[src/rtl/mem_cmd_queue.sv]
// Command FIFO front-end for the 4x8 memory: queues read/write commands, issues one per cycle
// to the memory port, and returns read data through a single-entry response slot.
module mem_cmd_queue #(
    parameter int DEPTH = 4,
    parameter int AW    = 2,
    parameter int DW    = 8
) (
    input  logic                       clk,
    input  logic                       reset,
    input  logic                       cmd_valid,
    output logic                       cmd_ready,
    input  logic                       cmd_write,
    input  logic [AW-1:0]              cmd_addr,
    input  logic [DW-1:0]              cmd_wdata,
    output logic [AW-1:0]              address,
    output logic                       write_en,
    output logic                       read_en,
    output logic [DW-1:0]              data_wr,
    input  logic [DW-1:0]              data_rd,
    output logic                       rsp_valid,
    input  logic                       rsp_ready,
    output logic [DW-1:0]              rsp_data,
    output logic [AW-1:0]              rsp_addr,
    output logic [$clog2(DEPTH)+1-1:0] level,
    output logic                       idle
);

    localparam int PW = $clog2(DEPTH) + 1;
    localparam int EW = AW + DW + 1;

    logic [EW-1:0] fifo_q [DEPTH];

    logic [PW-1:0] wr_ptr_q, wr_ptr_d;
    logic [PW-1:0] rd_ptr_q, rd_ptr_d;
    logic [PW-1:0] level_q, level_d;
    logic          rd_inflight_q, rd_inflight_d;
    logic [AW-1:0] inflight_addr_q, inflight_addr_d;
    logic          rsp_valid_q, rsp_valid_d;
    logic [DW-1:0] rsp_data_q, rsp_data_d;
    logic [AW-1:0] rsp_addr_q, rsp_addr_d;

    logic          full, empty, push, pop;
    logic          issue_wr, issue_rd;
    logic [EW-1:0] head;
    logic          head_write;
    logic [AW-1:0] head_addr;
    logic [DW-1:0] head_data;

    // Extra pointer MSB distinguishes full from empty when the indices match.
    assign empty = (wr_ptr_q == rd_ptr_q);
    assign full  = (wr_ptr_q[PW-1] != rd_ptr_q[PW-1]) &&
                   (wr_ptr_q[PW-2:0] == rd_ptr_q[PW-2:0]);

    assign head       = fifo_q[rd_ptr_q[PW-2:0]];
    assign head_write = head[EW-1];
    assign head_addr  = head[EW-2:DW];
    assign head_data  = head[DW-1:0];

    // A read may only issue when the response slot is free by the time its data lands.
    assign issue_wr = !empty && head_write;
    assign issue_rd = !empty && !head_write && !rd_inflight_q && (!rsp_valid_q || rsp_ready);

    assign push = cmd_valid && !full;
    assign pop  = issue_wr || issue_rd;

    always_comb begin
        wr_ptr_d        = wr_ptr_q;
        rd_ptr_d        = rd_ptr_q;
        level_d         = level_q;
        rd_inflight_d   = issue_rd;
        inflight_addr_d = issue_rd ? head_addr : inflight_addr_q;
        rsp_valid_d     = rsp_valid_q;
        rsp_data_d      = rsp_data_q;
        rsp_addr_d      = rsp_addr_q;

        if (push) wr_ptr_d = wr_ptr_q + PW'(1);
        if (pop)  rd_ptr_d = rd_ptr_q + PW'(1);

        case ({push, pop})
            2'b10:   level_d = level_q + PW'(1);
            2'b01:   level_d = level_q - PW'(1);
            default: level_d = level_q;
        endcase

        if (rd_inflight_q) begin
            rsp_valid_d = 1'b1;
            rsp_data_d  = data_rd;
            rsp_addr_d  = inflight_addr_q;
        end else if (rsp_valid_q && rsp_ready) begin
            rsp_valid_d = 1'b0;
        end
    end

    always_ff @(posedge clk or negedge reset) begin
        if (!reset) begin
            wr_ptr_q        <= '0;
            rd_ptr_q        <= '0;
            level_q         <= '0;
            rd_inflight_q   <= 1'b0;
            inflight_addr_q <= '0;
            rsp_valid_q     <= 1'b0;
            rsp_data_q      <= '0;
            rsp_addr_q      <= '0;
        end else begin
            wr_ptr_q        <= wr_ptr_d;
            rd_ptr_q        <= rd_ptr_d;
            level_q         <= level_d;
            rd_inflight_q   <= rd_inflight_d;
            inflight_addr_q <= inflight_addr_d;
            rsp_valid_q     <= rsp_valid_d;
            rsp_data_q      <= rsp_data_d;
            rsp_addr_q      <= rsp_addr_d;
        end
    end

    // Storage carries no reset; only the pointers decide what is valid.
    always_ff @(posedge clk) begin
        if (push) fifo_q[wr_ptr_q[PW-2:0]] <= {cmd_write, cmd_addr, cmd_wdata};
    end

    assign address   = pop ? head_addr : '0;
    assign write_en  = issue_wr;
    assign read_en   = issue_rd;
    assign data_wr   = issue_wr ? head_data : '0;

    assign cmd_ready = !full;
    assign level     = level_q;
    assign rsp_valid = rsp_valid_q;
    assign rsp_data  = rsp_data_q;
    assign rsp_addr  = rsp_addr_q;
    assign idle      = empty && !rd_inflight_q && !rsp_valid_q;

endmodule

[config.mk]
export PLATFORM = sky130hd
export DESIGN_NAME = mem_cmd_queue
export DESIGN_NICKNAME = d
export VERILOG_FILES = /design/src/rtl/mem_cmd_queue.sv
export SDC_FILE = /design/constraint.sdc
export NUM_CORES = 1
export LEC_CHECK = 0
export BUFFER_PORTS_ARGS = -buffer_cell sky130_fd_sc_hd__buf_2
export CELL_PAD_IN_SITES_DETAIL_PLACEMENT = 1
export CELL_PAD_IN_SITES_GLOBAL_PLACEMENT = 1
export CORE_ASPECT_RATIO = 0.6
export CORE_MARGIN = 2
export CORE_UTILIZATION = 49
export CTS_CLUSTER_DIAMETER = 80
export CTS_CLUSTER_SIZE = 25
export DETAILED_ROUTE_END_ITERATION = 8
export PLACE_DENSITY_LB_ADDON = 0.1
export SYNTH_ARGS = -nofsm -noshare
export SYNTH_HDL_FRONTEND = slang
export SYNTH_SLANG_ARGS = --single-unit
export TNS_END_PERCENT = 50
[constraint.sdc]
create_clock -name clk -period 3.6 [get_ports clk]
set_input_delay 0.18 -clock clk [delete_from_list [all_inputs] [get_ports clk]]
set_output_delay 0.18 -clock clk [all_outputs]
set_load 0.02 [all_outputs]
Word level (Yosys, flattened, before mapping)
Memory sizes are Yosys's and may differ from the RTL's.
Cells that the tools add are included.
W data, S select, Z words.

word-level totals
  output and inout bits = 28
  memories = 1
  word-level logic and storage cells = 43
  bits of input ports = 23
  memory bits (writable) = 44
  register bits after elaboration = 23

memory list
  name    depth  width  rd ports  clocked after memory_dff  wr ports  RTL line  RTL
  fifo_q  4      11     1         0                         1         31        logic [EW-1:0] fifo_q [DEPTH];

operators by class
  muxes and demuxes = 7
  reduce and logical (&&, ||, !) cells = 18
  $add $sub $neg = 4
  eq/ne operators = 5

operator list
  kind                   count
  $add A3 B1 Y3 const B  3
  $logic_and A1 B1 Y1    9
  $mux W8                1
  $pmux W3 S2            1
  $logic_not A1 Y1       5
  $mux W1                4
  $reduce_bool A2 Y1     2
  $eq A3 B3 Y1           1
  $sub A3 B1 Y3 const B  1
  $eq A2 B1 Y1 const B   1
  $eq A2 B2 Y1           1
  $eq A2 B2 Y1 const B   1
  $logic_or A1 B1 Y1     2
  $mux W2                1
  $ne A1 B1 Y1           1

Logic depth before layout (Yosys ltp)
  word-level depth = 8
  mapped depth = 10
  depth with buffers taken out = 9

Worst setup path before layout
Ideal clock, no wire load.

  path type = reg2reg
  start = register rd_ptr_q[0]
  end = register level_q[2], in the netlist level[2]
  period minus slack after synthesis = 2.239 ns
  data required time = 3.521 ns
  library setup time = 0.079 ns
  arrival time = 2.159 ns
  path buffers = 1
  cell stages (with the launch flop) = 11
  slack = 1.361 ns
  path through = dfrtp_1 buf_6 xnor2_1 nand3_1 nand2_1 ha_1 inv_1 fa_1 xor2_1 nor2_1 xor2_1

between the ends
  elaborated cells between the ends (all ways) = 17
  classes of those cells = 4 x eq/ne; 1 x mux; 11 x reduce/logical; 1 x memory

RTL lines
  what                                                      RTL line  RTL
  start: declaration                                        34        logic [PW-1:0] rd_ptr_q, rd_ptr_d;
  start signal: assignment                                  106       rd_ptr_q <= rd_ptr_d;
  $eq A2 B2 Y1 (*)                                          52        (wr_ptr_q[PW-2:0] == rd_ptr_q[PW-2:0]);
  $logic_and A1 B1 Y1 (*)                                   51        assign full = (wr_ptr_q[PW-1] != rd_ptr_q[PW-1]) &&
  $logic_not A1 Y1 (*)                                      n/a
  named net cmd_ready                                       11        output logic cmd_ready,
  $logic_and A1 B1 Y1 (*)                                   63        assign push = cmd_valid && !full;
  $eq A2 B1 Y1 / $eq A2 B2 Y1 (equally long branches)       79        case ({push, pop})
  $pmux W3 S2 / $reduce_bool A2 Y1 (equally long branches)  n/a
  end signal: assignment                                    107       level_q <= level_d;
  end: declaration                                          35        logic [PW-1:0] level_q, level_d;

The timed path passes the listed nets; every way through them passes the cells marked *.
A chain may end at the register's enable or synchronous reset.

Worst setup path in the final report
  start = register rd_ptr_q[1]
  end = register level_q[2], in the netlist level[2]

between the ends
  cells in the longest elaborated chain, start to end = 8
  elaborated cells between the ends (all ways) = 17
  classes of those cells = 4 x eq/ne; 1 x mux; 11 x reduce/logical; 1 x memory

ends and longest elaborated chain
  what                                                      RTL line  RTL
  $mem_v2 Z4 W11 / $eq A3 B3 Y1 (equally long branches)     n/a
  $logic_not A1 Y1, on equally long branches                61, 60
  $logic_and A1 B1 Y1 (3 in series)                         61        assign issue_rd = !empty && !head_write && !rd_inflight_q && (!rsp_valid_q || rsp_ready);
  $logic_or A1 B1 Y1                                        64        assign pop = issue_wr || issue_rd;
  $eq A2 B1 Y1 / $eq A2 B2 Y1 (equally long branches)       79
  $pmux W3 S2 / $reduce_bool A2 Y1 (equally long branches)  n/a

Several ways; a longest one is shown, not always the timed one.

==> impl_metrics.toml <==
[worst_setup_path]
cp_common_cell = "xor2_1"
slowest_delay_ns = 0.81
arrival_ns = 2.93
crit_required_ns = 3.86
cp_max_fo = 15
critPathLaunchType = "register"
critPathKind = "register to register"
crit_chain = "xnor2_1, nand3b_1, buf_4, o21a_2, ha_1, inv_1, fa_1, xor2_1, nor2_1, xor2_1"
slowest_stage = "dfrtp_1"
crit_path_end_kind = "register"

[power]
power.density_cell_area_nw_per_um2 = 1040
irDropWorstVdd_mv = 0.486
p_leak_nw = 1.38

[outcome]
status = "completed"

[detailed_routing]
ant_nets = 0
drc = 0
drt_first_pass_iters = 4
drt_wl_total_um = 5520
num_vias = 1490
drt_iter0_drc = 81
wire_per_inst_um = 19.5
routed_via_density = 5.27

[global_routing]
grt_usage = 0.198
grt_overflow = 0
grt_max_degree = 24
antenna_found_initial = 0
grt_pass1_vias = 1561
grt_first_pass_wirelength_um = 8500

[sta]
hold_violations = 0
fin_crit_ns = 2.67
fin_crit_sh = 0.742
setup_viol = 0
max_freq_mhz = 374
tns_ns = 0
setup_ws_ns = 0.928
worst_pin_slew_ns = 0.719
skew_ns = 0.00709
rsz0062_at_grt = "false"
final-max-slew-violation-count = 0
maxSlewHeadroom = 0.520

[cts]
cts_tree = "done"
path_clk_slew_ns = 0.07
htreeDepth = 3
cts_setup_buffers = 0
clk_latency_ns = 0.33
cts-hold-fix-buffers = 1
cts_sinks = 67
cts_buffer_depth = 2
post_cts_resized = 0
clockRootBuffer = "clkbuf_8"
numCtsBuffers = 9

[placement]
dpl_worst_slack_ns = 0.899
gp_congestion = 0.692
port_buffers = 50
dp_hpwl_um = 3970

[synth]
synth_edf_count = 44
ys_seq_area_frac = 0.692
async_flop_share = 0.343
yosys.cell_types.count = 27
syn_nets = 181
yosysMostFrequentCell = "edfxtp_1"
yosys.area.top_type_share = 0.482
avgSynthCellArea_um2 = 18.2
synth-seq-cells = 67
synth_top_flop_cell = "edfxtp_1"
ys_top_cells_by_area = "edfxtp_1 (48%), dfrtp_1 (21%), mux4_2 (9.0%)"
synthesis.area_um2 = 2740
yosys.area.top_type = "edfxtp_1"
yosys_warnings = 0
yosys-top-cells-count = "edfxtp_1 (44), dfrtp_1 (23), mux2_2 (14), and3_1 (12), mux4_2 (11)"
postSynthCellCount = 151

[finish]
nets = 239
antenna_cells = 0
layout-area-overhead-vs-synth_pct = 18.8
drive_gt1_frac = 0.430
final.fill_count = 532
post-route-util = 0.594

[floorplan]
rows = 21
die_area_um2 = 6230
start_util = 0.499
io_pins = 51
coreArea_um2 = 5490
die_x_um = 101
die_y_um = 62.0

[worst_hold_path]
hp-class = "input pin to register"

[run]
drv_cap = 0
-- path summary, 6_finish.rpt --
path	start	end	slack [ns]	cells past startpoint
setup / recovery	rd_ptr_q[1]	level[2]	0.93	10
hold / removal	cmd_wdata[1]	fifo_q[2][1]	0.06	1
setup reg to reg	rd_ptr_q[1]	level[2]	0.93	10
hold reg to reg	level[2]	level[2]	0.48	1
max in group asynchronous	reset	rsp_data[0]	2.90	2
min in group asynchronous	reset	rsp_addr[1]	0.35	2
-- power by group --
group / internal, mW / switching [mW]
logic: 0.662 / 0.836
clock network: 0.336 / 0.264
registers: 1.09 / 0.190
total: 2.09 / 1.29
-- through the flow --
step                      cell area [um2]  std cells  hold slack (ns)  total power, mW
final                                3260        283           0.0649             3.38
after global routing                 3260        283           0.0450             3.61
after CTS                            3260        283           0.0447             3.43
after detailed placement             3060        266            0.182             2.82
after global placement               3060        266            0.172             2.74
after floorplan                      2740        151           -0.116             2.33
-- layout by cell type (no fill, tap or decap), types with 2 or more instances in the layout --
cell,netlist,routed
buf_2,2,50
xnor2_1,4,4
xor2_1,5,5
mux4_2,11,11
mux2_2,14,14
and3_1,12,12
edfxtp_1,44,44
clkbuf_8,0,10
clkbuf_1,3,3
inv_1,9,9
dfrtp_1,23,23
ha_1,6,6
and2_1,2,2
buf_4,0,2
nand2_1,2,2
-- critical path, delay by kind of cell, from the launching register on --
kind / cells / cell delay [ns]
compound gates: 1 / 0.22
xor+xnor: 3 / 0.51
fa+ha+maj: 2 / 0.58
buf+inv: 2 / 0.26
flops: 1 / 0.81
simple gates: 2 / 0.23
-- logic make-up (layout without fill, tap and decap cells) --
logic type               after synthesis  after routing  synth area share
XOR/XNOR                               9              9            0.0287
buffers and inverters                 15             78            0.0242
adder cells (fa/ha/maj)                7              7            0.0347
AND/OR/NAND/NOR                       21             21            0.0497
AO/OA/AOI/OAI                          5              5            0.0141
multiplexers                          27             27             0.157
flip-flops                            67             67             0.692
-- cell type report --
class / instances / area [um2] / area share
Multi-Input combinational cell: 69 / 779 / 0.239
Tap cell: 69 / 86.3 / 0.0265
Timing Repair Buffer: 53 / 275 / 0.0845
Sequential cell: 67 / 1900 / 0.582
Clock buffer: 13 / 149 / 0.0457
Inverter: 9 / 33.8 / 0.0104
Clock inverter: 3 / 38.8 / 0.0119
-- per-layer routing --
| layer | part of all wire | global-route usage | vias up |
|---|---|---|---|
| li1 | - | - | 682 |
| met1 | 0.45 | 0.257 | 767 |
| met5 | 0 | 0 | - |
| met2 | 0.49 | 0.313 | 35 |
| met4 | 0.014 | 0.0802 | 0 |
| met3 | 0.047 | 0.0705 | 6 |
-- flip-flops by register name, summed over array words and instances (netlist names) --
register and flops:
fifo_q 44, rsp_valid 1, wr_ptr_q 3, inflight_addr_q 2, level 3, rsp_data 8
rsp_addr 2, rd_ptr_q 3, rd_inflight_q 1
No activity file was read; power rests on OpenSTA's default activity.
